$ cat config.mk
export PLATFORM = sky130hd
export DESIGN_NAME = mac_pe_flat
export DESIGN_NICKNAME = d
export VERILOG_FILES = /design/src/rtl/mac_pe_if.sv /design/src/rtl/mac_pe.sv /design/src/flat_wrapper.sv
export SDC_FILE = /design/constraint.sdc
export NUM_CORES = 1
export LEC_CHECK = 0
export BUFFER_PORTS_ARGS = -buffer_cell sky130_fd_sc_hd__buf_2
export CAP_MARGIN = 20
export CORE_MARGIN = 10
export CORE_UTILIZATION = 57
export CTS_CLUSTER_SIZE = 10
export DETAILED_ROUTE_END_ITERATION = 8
export HOLD_SLACK_MARGIN = 0.1
export PLACE_DENSITY = 0.79
export SLEW_MARGIN = 20
export SYNTH_ARGS = -nofsm -noshare
export SYNTH_HDL_FRONTEND = slang
export SYNTH_SLANG_ARGS = --single-unit
$ cat constraint.sdc
create_clock -name clk -period 12.53 [get_ports clk]
set_input_delay 3.759 -clock clk [delete_from_list [all_inputs] [get_ports clk]]
set_output_delay 3.759 -clock clk [all_outputs]
set_load 0.05 [all_outputs]
$ cat src/rtl/mac_pe_if.sv
// Bundle of weight-chain, control and datapath signals for one mac_pe cell.
// The master side drives weights/activations/control; the slave side is the PE.
interface mac_pe_if #(
  parameter int DATA_W    = 8,
  parameter int WEIGHT_W  = 8,
  parameter int ACC_W     = 32,
  parameter int NUM_BANKS = 2
);
  localparam int BANK_W = (NUM_BANKS > 1) ? $clog2(NUM_BANKS) : 1;

  logic                load_weight;
  logic [WEIGHT_W-1:0] weight_in;
  logic [WEIGHT_W-1:0] weight_out;
  logic                swap_weights;
  logic [BANK_W-1:0]   swap_bank;
  logic [BANK_W-1:0]   bank_sel;
  logic                signed_mode;
  logic                run;
  logic [DATA_W-1:0]   data_in;
  logic [ACC_W-1:0]    acc_in;
  logic                run_out;
  logic [DATA_W-1:0]   data_out;
  logic                acc_valid_out;
  logic [ACC_W-1:0]    acc_out;
  logic                sat_out;

  modport master (
    output load_weight, weight_in, swap_weights, swap_bank, bank_sel,
           signed_mode, run, data_in, acc_in,
    input  weight_out, run_out, data_out, acc_valid_out, acc_out, sat_out
  );

  modport slave (
    input  load_weight, weight_in, swap_weights, swap_bank, bank_sel,
           signed_mode, run, data_in, acc_in,
    output weight_out, run_out, data_out, acc_valid_out, acc_out, sat_out
  );
endinterface

$ cat src/rtl/mac_pe.sv
// mac_pe: banked-weight MAC cell; data_out at +1 cycle, acc_out at +2, one beat/cycle, no backpressure.
// Define MAC_PE_SATURATE_EN to clamp the stage-2 sum and flag sat_out; otherwise the sum wraps.
module mac_pe #(
  parameter int DATA_W    = 8,
  parameter int WEIGHT_W  = 8,
  parameter int ACC_W     = 32,
  parameter int NUM_BANKS = 2
) (
  input  logic   clk,
  input  logic   rst,
  mac_pe_if.slave pe
);
  localparam int PROD_W = DATA_W + WEIGHT_W;

  logic [WEIGHT_W-1:0] shadow_q, shadow_d;
  logic [WEIGHT_W-1:0] bank_q [NUM_BANKS];
  logic [WEIGHT_W-1:0] bank_d [NUM_BANKS];
  logic [DATA_W-1:0]   data_out_q, data_out_d;
  logic                run_out_q, run_out_d;
  logic [PROD_W-1:0]   p_q, p_d;
  logic [ACC_W-1:0]    a1_q, a1_d;
  logic                m1_q, m1_d;
  logic [ACC_W-1:0]    acc_q, acc_d;
  logic                acc_vld_q, acc_vld_d;
  logic                sat_q, sat_d;

  logic [WEIGHT_W-1:0] commit_w;
  logic [WEIGHT_W-1:0] w_sel;
  logic [PROD_W-1:0]   a_full, w_full;
  logic [ACC_W-1:0]    p_ext;

  // Weight chain and bank commit; an incoming weight wins over the old shadow.
  always_comb begin
    shadow_d = shadow_q;
    bank_d   = bank_q;
    commit_w = pe.load_weight ? pe.weight_in : shadow_q;
    if (pe.load_weight) shadow_d = pe.weight_in;
    for (int i = 0; i < NUM_BANKS; i++) begin
      if (pe.swap_weights && (32'(pe.swap_bank) == i)) bank_d[i] = commit_w;
    end
  end

  // Out-of-range bank_sel falls through to bank 0.
  always_comb begin
    w_sel = bank_q[0];
    for (int i = 1; i < NUM_BANKS; i++) begin
      if (32'(pe.bank_sel) == i) w_sel = bank_q[i];
    end
  end

  // Stage 1: product truncated to PROD_W bits is exact for both signed and unsigned operands.
  always_comb begin
    a_full     = {{WEIGHT_W{pe.signed_mode & pe.data_in[DATA_W-1]}}, pe.data_in};
    w_full     = {{DATA_W{pe.signed_mode & w_sel[WEIGHT_W-1]}}, w_sel};
    p_d        = p_q;
    a1_d       = a1_q;
    m1_d       = m1_q;
    data_out_d = data_out_q;
    run_out_d  = pe.run;
    if (pe.run) begin
      p_d        = a_full * w_full;
      a1_d       = pe.acc_in;
      m1_d       = pe.signed_mode;
      data_out_d = pe.data_in;
    end
  end

  assign p_ext = {{(ACC_W-PROD_W){m1_q & p_q[PROD_W-1]}}, p_q};

`ifdef MAC_PE_SATURATE_EN
  logic [ACC_W:0] sum;

  // One extra bit exposes signed overflow (top two bits differ) or unsigned carry-out.
  always_comb begin
    sum       = {m1_q & a1_q[ACC_W-1], a1_q} + {m1_q & p_ext[ACC_W-1], p_ext};
    acc_d     = acc_q;
    sat_d     = sat_q;
    acc_vld_d = run_out_q;
    if (run_out_q) begin
      acc_d = sum[ACC_W-1:0];
      sat_d = 1'b0;
      if (m1_q && (sum[ACC_W] != sum[ACC_W-1])) begin
        acc_d = sum[ACC_W] ? {1'b1, {(ACC_W-1){1'b0}}} : {1'b0, {(ACC_W-1){1'b1}}};
        sat_d = 1'b1;
      end else if (!m1_q && sum[ACC_W]) begin
        acc_d = {ACC_W{1'b1}};
        sat_d = 1'b1;
      end
    end
  end
`else
  always_comb begin
    acc_d     = acc_q;
    sat_d     = 1'b0;
    acc_vld_d = run_out_q;
    if (run_out_q) acc_d = a1_q + p_ext;
  end
`endif

  always_ff @(posedge clk) begin
    if (rst) begin
      shadow_q   <= '0;
      for (int i = 0; i < NUM_BANKS; i++) bank_q[i] <= '0;
      data_out_q <= '0;
      run_out_q  <= 1'b0;
      p_q        <= '0;
      a1_q       <= '0;
      m1_q       <= 1'b0;
      acc_q      <= '0;
      acc_vld_q  <= 1'b0;
      sat_q      <= 1'b0;
    end else begin
      shadow_q   <= shadow_d;
      bank_q     <= bank_d;
      data_out_q <= data_out_d;
      run_out_q  <= run_out_d;
      p_q        <= p_d;
      a1_q       <= a1_d;
      m1_q       <= m1_d;
      acc_q      <= acc_d;
      acc_vld_q  <= acc_vld_d;
      sat_q      <= sat_d;
    end
  end

  assign pe.weight_out    = shadow_q;
  assign pe.run_out       = run_out_q;
  assign pe.data_out      = data_out_q;
  assign pe.acc_valid_out = acc_vld_q;
  assign pe.acc_out       = acc_q;
  assign pe.sat_out       = sat_q;
endmodule
$ cat src/flat_wrapper.sv
// flat-port wrapper written by rule: the top's interface ports become plain ports
module mac_pe_flat 
#(
  parameter int DATA_W    = 8,
  parameter int WEIGHT_W  = 8,
  parameter int ACC_W     = 32,
  parameter int NUM_BANKS = 2
)
  (clk, rst, pe_load_weight, pe_weight_in, pe_swap_weights, pe_swap_bank, pe_bank_sel, pe_signed_mode, pe_run, pe_data_in, pe_acc_in, pe_weight_out, pe_run_out, pe_data_out, pe_acc_valid_out, pe_acc_out, pe_sat_out);
  mac_pe_if #(.DATA_W(DATA_W), .WEIGHT_W(WEIGHT_W), .ACC_W(ACC_W), .NUM_BANKS(NUM_BANKS)) pe_i ();
  input  logic clk;
  input  logic rst;
  input wire logic [$bits(pe_i.load_weight)-1:0] pe_load_weight;
  input wire logic [$bits(pe_i.weight_in)-1:0] pe_weight_in;
  input wire logic [$bits(pe_i.swap_weights)-1:0] pe_swap_weights;
  input wire logic [$bits(pe_i.swap_bank)-1:0] pe_swap_bank;
  input wire logic [$bits(pe_i.bank_sel)-1:0] pe_bank_sel;
  input wire logic [$bits(pe_i.signed_mode)-1:0] pe_signed_mode;
  input wire logic [$bits(pe_i.run)-1:0] pe_run;
  input wire logic [$bits(pe_i.data_in)-1:0] pe_data_in;
  input wire logic [$bits(pe_i.acc_in)-1:0] pe_acc_in;
  output wire logic [$bits(pe_i.weight_out)-1:0] pe_weight_out;
  output wire logic [$bits(pe_i.run_out)-1:0] pe_run_out;
  output wire logic [$bits(pe_i.data_out)-1:0] pe_data_out;
  output wire logic [$bits(pe_i.acc_valid_out)-1:0] pe_acc_valid_out;
  output wire logic [$bits(pe_i.acc_out)-1:0] pe_acc_out;
  output wire logic [$bits(pe_i.sat_out)-1:0] pe_sat_out;
  assign pe_i.load_weight = pe_load_weight;
  assign pe_i.weight_in = pe_weight_in;
  assign pe_i.swap_weights = pe_swap_weights;
  assign pe_i.swap_bank = pe_swap_bank;
  assign pe_i.bank_sel = pe_bank_sel;
  assign pe_i.signed_mode = pe_signed_mode;
  assign pe_i.run = pe_run;
  assign pe_i.data_in = pe_data_in;
  assign pe_i.acc_in = pe_acc_in;
  assign pe_weight_out = pe_i.weight_out;
  assign pe_run_out = pe_i.run_out;
  assign pe_data_out = pe_i.data_out;
  assign pe_acc_valid_out = pe_i.acc_valid_out;
  assign pe_acc_out = pe_i.acc_out;
  assign pe_sat_out = pe_i.sat_out;
  mac_pe #(.DATA_W(DATA_W), .WEIGHT_W(WEIGHT_W), .ACC_W(ACC_W), .NUM_BANKS(NUM_BANKS)) u_core (.clk(clk), .rst(rst), .pe(pe_i));
endmodule
==> qor.yml <==
sta:
  period_share: 0.7213
  timing.final.ws_setup_ns: 3.491
  hold_viol: 0
  fin_crit_ns: 9.039
  fin_worst_skew_ns: 0.009111
  report.final.slew_viol_count: 0
  finalSetupViolations: 0
  rsz0062_at_grt: "no"
  timing.fmax_mhz: 110.6
  worst_slew_pin_slew_ns: 1.036
  setup_tns_ns: 0
  hold_ws_ns: 0.4831
  slew_headroom: 0.3077
die:
  die_width_um: 142.8
  io_pins: 107
  core_sq_um: 14640
  initial_utilization: 0.5866
  die_h_um: 142.8
  core.rowCount: 44
  dieArea_sq_um: 20380
cts:
  htree_levels: 4
  clockBufferDepth: 2
  cts_setup_buffers: 0
  clk_latency_ns: 0.42
  clk_pin_slew_ns: 0.05
  cts_buffers: 17
  cts_hold_buf: 0
  cts_tree: "built"
  root_buffer: "clkbuf_16"
  cts_resized: 0
  cts_sinks: 115
critical_path:
  critical_path_class: "input port to register"
  cp.arrival_ns: 9.34
  r2r_start: "u_core.bank_q[15]"
  crit_chain: "buf_2 -> mux2_2 -> nand2_1 -> or2_2 -> fa_1 -> fa_1 -> inv_1 -> fa_1 -> inv_1 -> fa_1 -> fa_1 -> inv_1 -> ha_1 -> inv_1 -> o21ai_1 -> a2111oi_0 -> o311ai_1 -> xor2_1 -> mux2i_1 -> nor2_1"
  crit_buf_inv: 5
  crit_start: "pe_bank_sel"
  end_kind: "register"
  critPathMaxStageDelay_ns: 0.62
  crit_slowest_cell: "a2111oi_0"
  worstPathMaxFanout: 11
  crit_path_start_kind: "input port"
  cp_top_family: "adder cells"
  worstPathRequired_ns: 12.83
  cp_common_cell: "fa_1"
placed_design:
  dpl.cell_count: 1197
  dp_hpwl_mm: 15.12
  gp_congestion: 0.9081
  place_ws_ns: 3.069
  numPortBuffers: 105
finish:
  drive_above_1_share: 0.1598
  antenna_cells: 0
  area_growth_syn_to_layout_pct: 13.98
  final_cells: 1229
  num-nets-final: 1217
detailed_routing:
  via_count: 6818
  wirelength_mm: 20.30
  drtPass1Iterations: 5
  via_per_inst: 5.548
  final_antenna_net_count: 0
  routedWlPerCell_um: 16.51
  drcViolationCount: 0
  drt_iter0_markers: 507
global_route:
  grt_pass1_wl_mm: 33.78
  antenna_found_initial: 0
  grt_start_max_net_pins: 110
  grt_pass1_vias: 6857
  overflow: 0
  grtUsageTotal: 0.2032
synthesis:
  syn_area_sq_um: 8589
  synth-edff-count: 0
  synth.ff_latch_count: 115
  yosys_warnings: 0
  ys_seq_area_frac: 0.2680
  synthCells: 953
  syn_nets: 1137
  ys.flop_type: "dfxtp_1"
  ys_async_sr_fraction: 0
  syn_avg_cell_area_sq_um: 9.013
  synth.distinct_cells: 73
power_and_ir_drop:
  p_per_area_nw_per_um2: 132.0
  leakagePower_nw: 4.769
  finalPower_mw: 1.292
  irDropWorstVdd_mv: 0.1072
min_path:
  hold_class: "register to register"
  worstHoldStart: "u_core.pe.data_out[7]"
job:
  maxCapViolations: 0
outcome:
  status: "completed"
worst reg2reg max path: stages (launching register included):
cell       delay [ns]
dfxtp_1          0.34
mux2_2           0.26
nand2_1          0.22
or2_2            0.35
fa_1             0.50
fa_1             0.56
inv_1            0.06
fa_1             0.53
inv_1            0.06
fa_1             0.49
fa_1             0.54
inv_1            0.05
ha_1             0.33
inv_1            0.07
o21ai_1          0.09
a2111oi_0        0.62
o311ai_1         0.22
xor2_1           0.17
mux2i_1          0.14
nor2_1           0.06
final cells by class:
class,count,area [sq um]
clock buffer,23,488.0
fill,1195,4853
tap,184,230.2
timing repair buffer,108,573.1
clock inverter,8,148.9
inverter,100,375.4
sequential,115,2302
multi-input combinational,691,5673
placed cells by master, fill, tap and decap left out, types with 11 or more instances in the layout:
cell and count:
o21ai_1 11, a211oi_1 24, mux2i_1 76, and2_1 23, nor2b_1 14, xnor2_1 26, dfxtp_1 115, a21oi_1 38
ha_1 64, inv_1 100, clkbuf_16 17, buf_2 103, a21o_1 15, nor2_1 125, nand2_1 74, fa_1 64
xor2_1 11
power by group:
part	switching, mW	internal (mW)	leakage, nW	total (mW)
clock	0.170	0.352	0.305	0.522
combinational	0.217	0.141	3.52	0.358
sequential	0.0181	0.394	0.945	0.412
worst paths after layout:
kind | end | slack [ns] | cells after the start
min reg2reg | u_core.pe.data_out[7] | 0.48 | 2
min | u_core.pe.data_out[7] | 0.48 | 2
max | u_core.p_q[14] | 3.49 | 20
max reg2reg | u_core.p_q[14] | 6.75 | 19
synth_stat cells (3+ instances only):
cell type / instances / area (sq um)
a21oi_1: 38 / 190.2
buf_1: 8 / 30.03
mux2i_1: 76 / 760.7
buf_2: 3 / 15.01
o22ai_1: 5 / 31.28
nand2b_1: 7 / 43.79
clkbuf_8: 3 / 41.29
a21o_1: 15 / 112.6
dfxtp_1: 115 / 2302
o21ai_0: 10 / 50.05
nand2_1: 74 / 277.8
or2_2: 3 / 18.77
o221ai_1: 3 / 26.28
mux2_2: 7 / 78.83
o21a_1: 6 / 45.04
xor2_1: 11 / 96.34
and2_1: 23 / 143.9
nor3_1: 8 / 40.04
or3_1: 4 / 25.02
o21ai_1: 11 / 55.05
nand3_1: 9 / 45.04
nand4_1: 3 / 18.77
clkbuf_1: 29 / 108.9
inv_1: 100 / 375.4
o211ai_1: 3 / 22.52
a21oi_2: 5 / 43.79
nor4_1: 3 / 18.77
fa_1: 64 / 1281
nor2_1: 125 / 469.2
a211oi_1: 24 / 180.2
ha_1: 64 / 800.8
xnor2_1: 26 / 227.7
nor2b_1: 14 / 87.58
nand3b_1: 4 / 30.03
o21bai_1: 3 / 22.52
a211o_1: 5 / 43.79
registers in the layout, summed over array words and instances (netlist names):
name,count
u_core.pe.acc_out,32
u_core.pe.run_out,1
u_core.a1_q,32
u_core.pe.acc_valid_out,1
u_core.m1_q,1
u_core.pe.data_out,8
u_core.bank_q,16
u_core.pe.weight_out,8
u_core.p_q,16
logic make-up after synthesis:
group,after synthesis,synth area share
AOI/OAI and AO/OA,154,0.1294
xor gates and xnor gates,37,0.03773
adders and majority gates,128,0.2424
buffers and inverters,147,0.07152
DFF,115,0.2680
muxes,83,0.09774
other,1,0.0004366
and+or+nand+nor,288,0.1528
stage by stage:
| stage | utilization | instance area, sq um |
|---|---|---|
| 2_1_floorplan | - | 8589 |
| 3_3_place_gp | 0.6232 | 9126 |
| 3_5_place_dp | 0.6232 | 9126 |
| 4_1_cts | 0.6667 | 9763 |
| 5_1_grt | 0.6686 | 9791 |
| 6_report | 0.6686 | 9791 |
layer usage:
metal / global-route usage / routed length, um / up-vias
met5: 0 / 0 / -
met4: 0.05537 / 284 / 0
met2: 0.3282 / 9421 / 222
met1: 0.2601 / 9184 / 3232
met3: 0.05904 / 1404 / 26
li1: - / - / 3338
No activity file was read; power rests on OpenSTA's default activity.
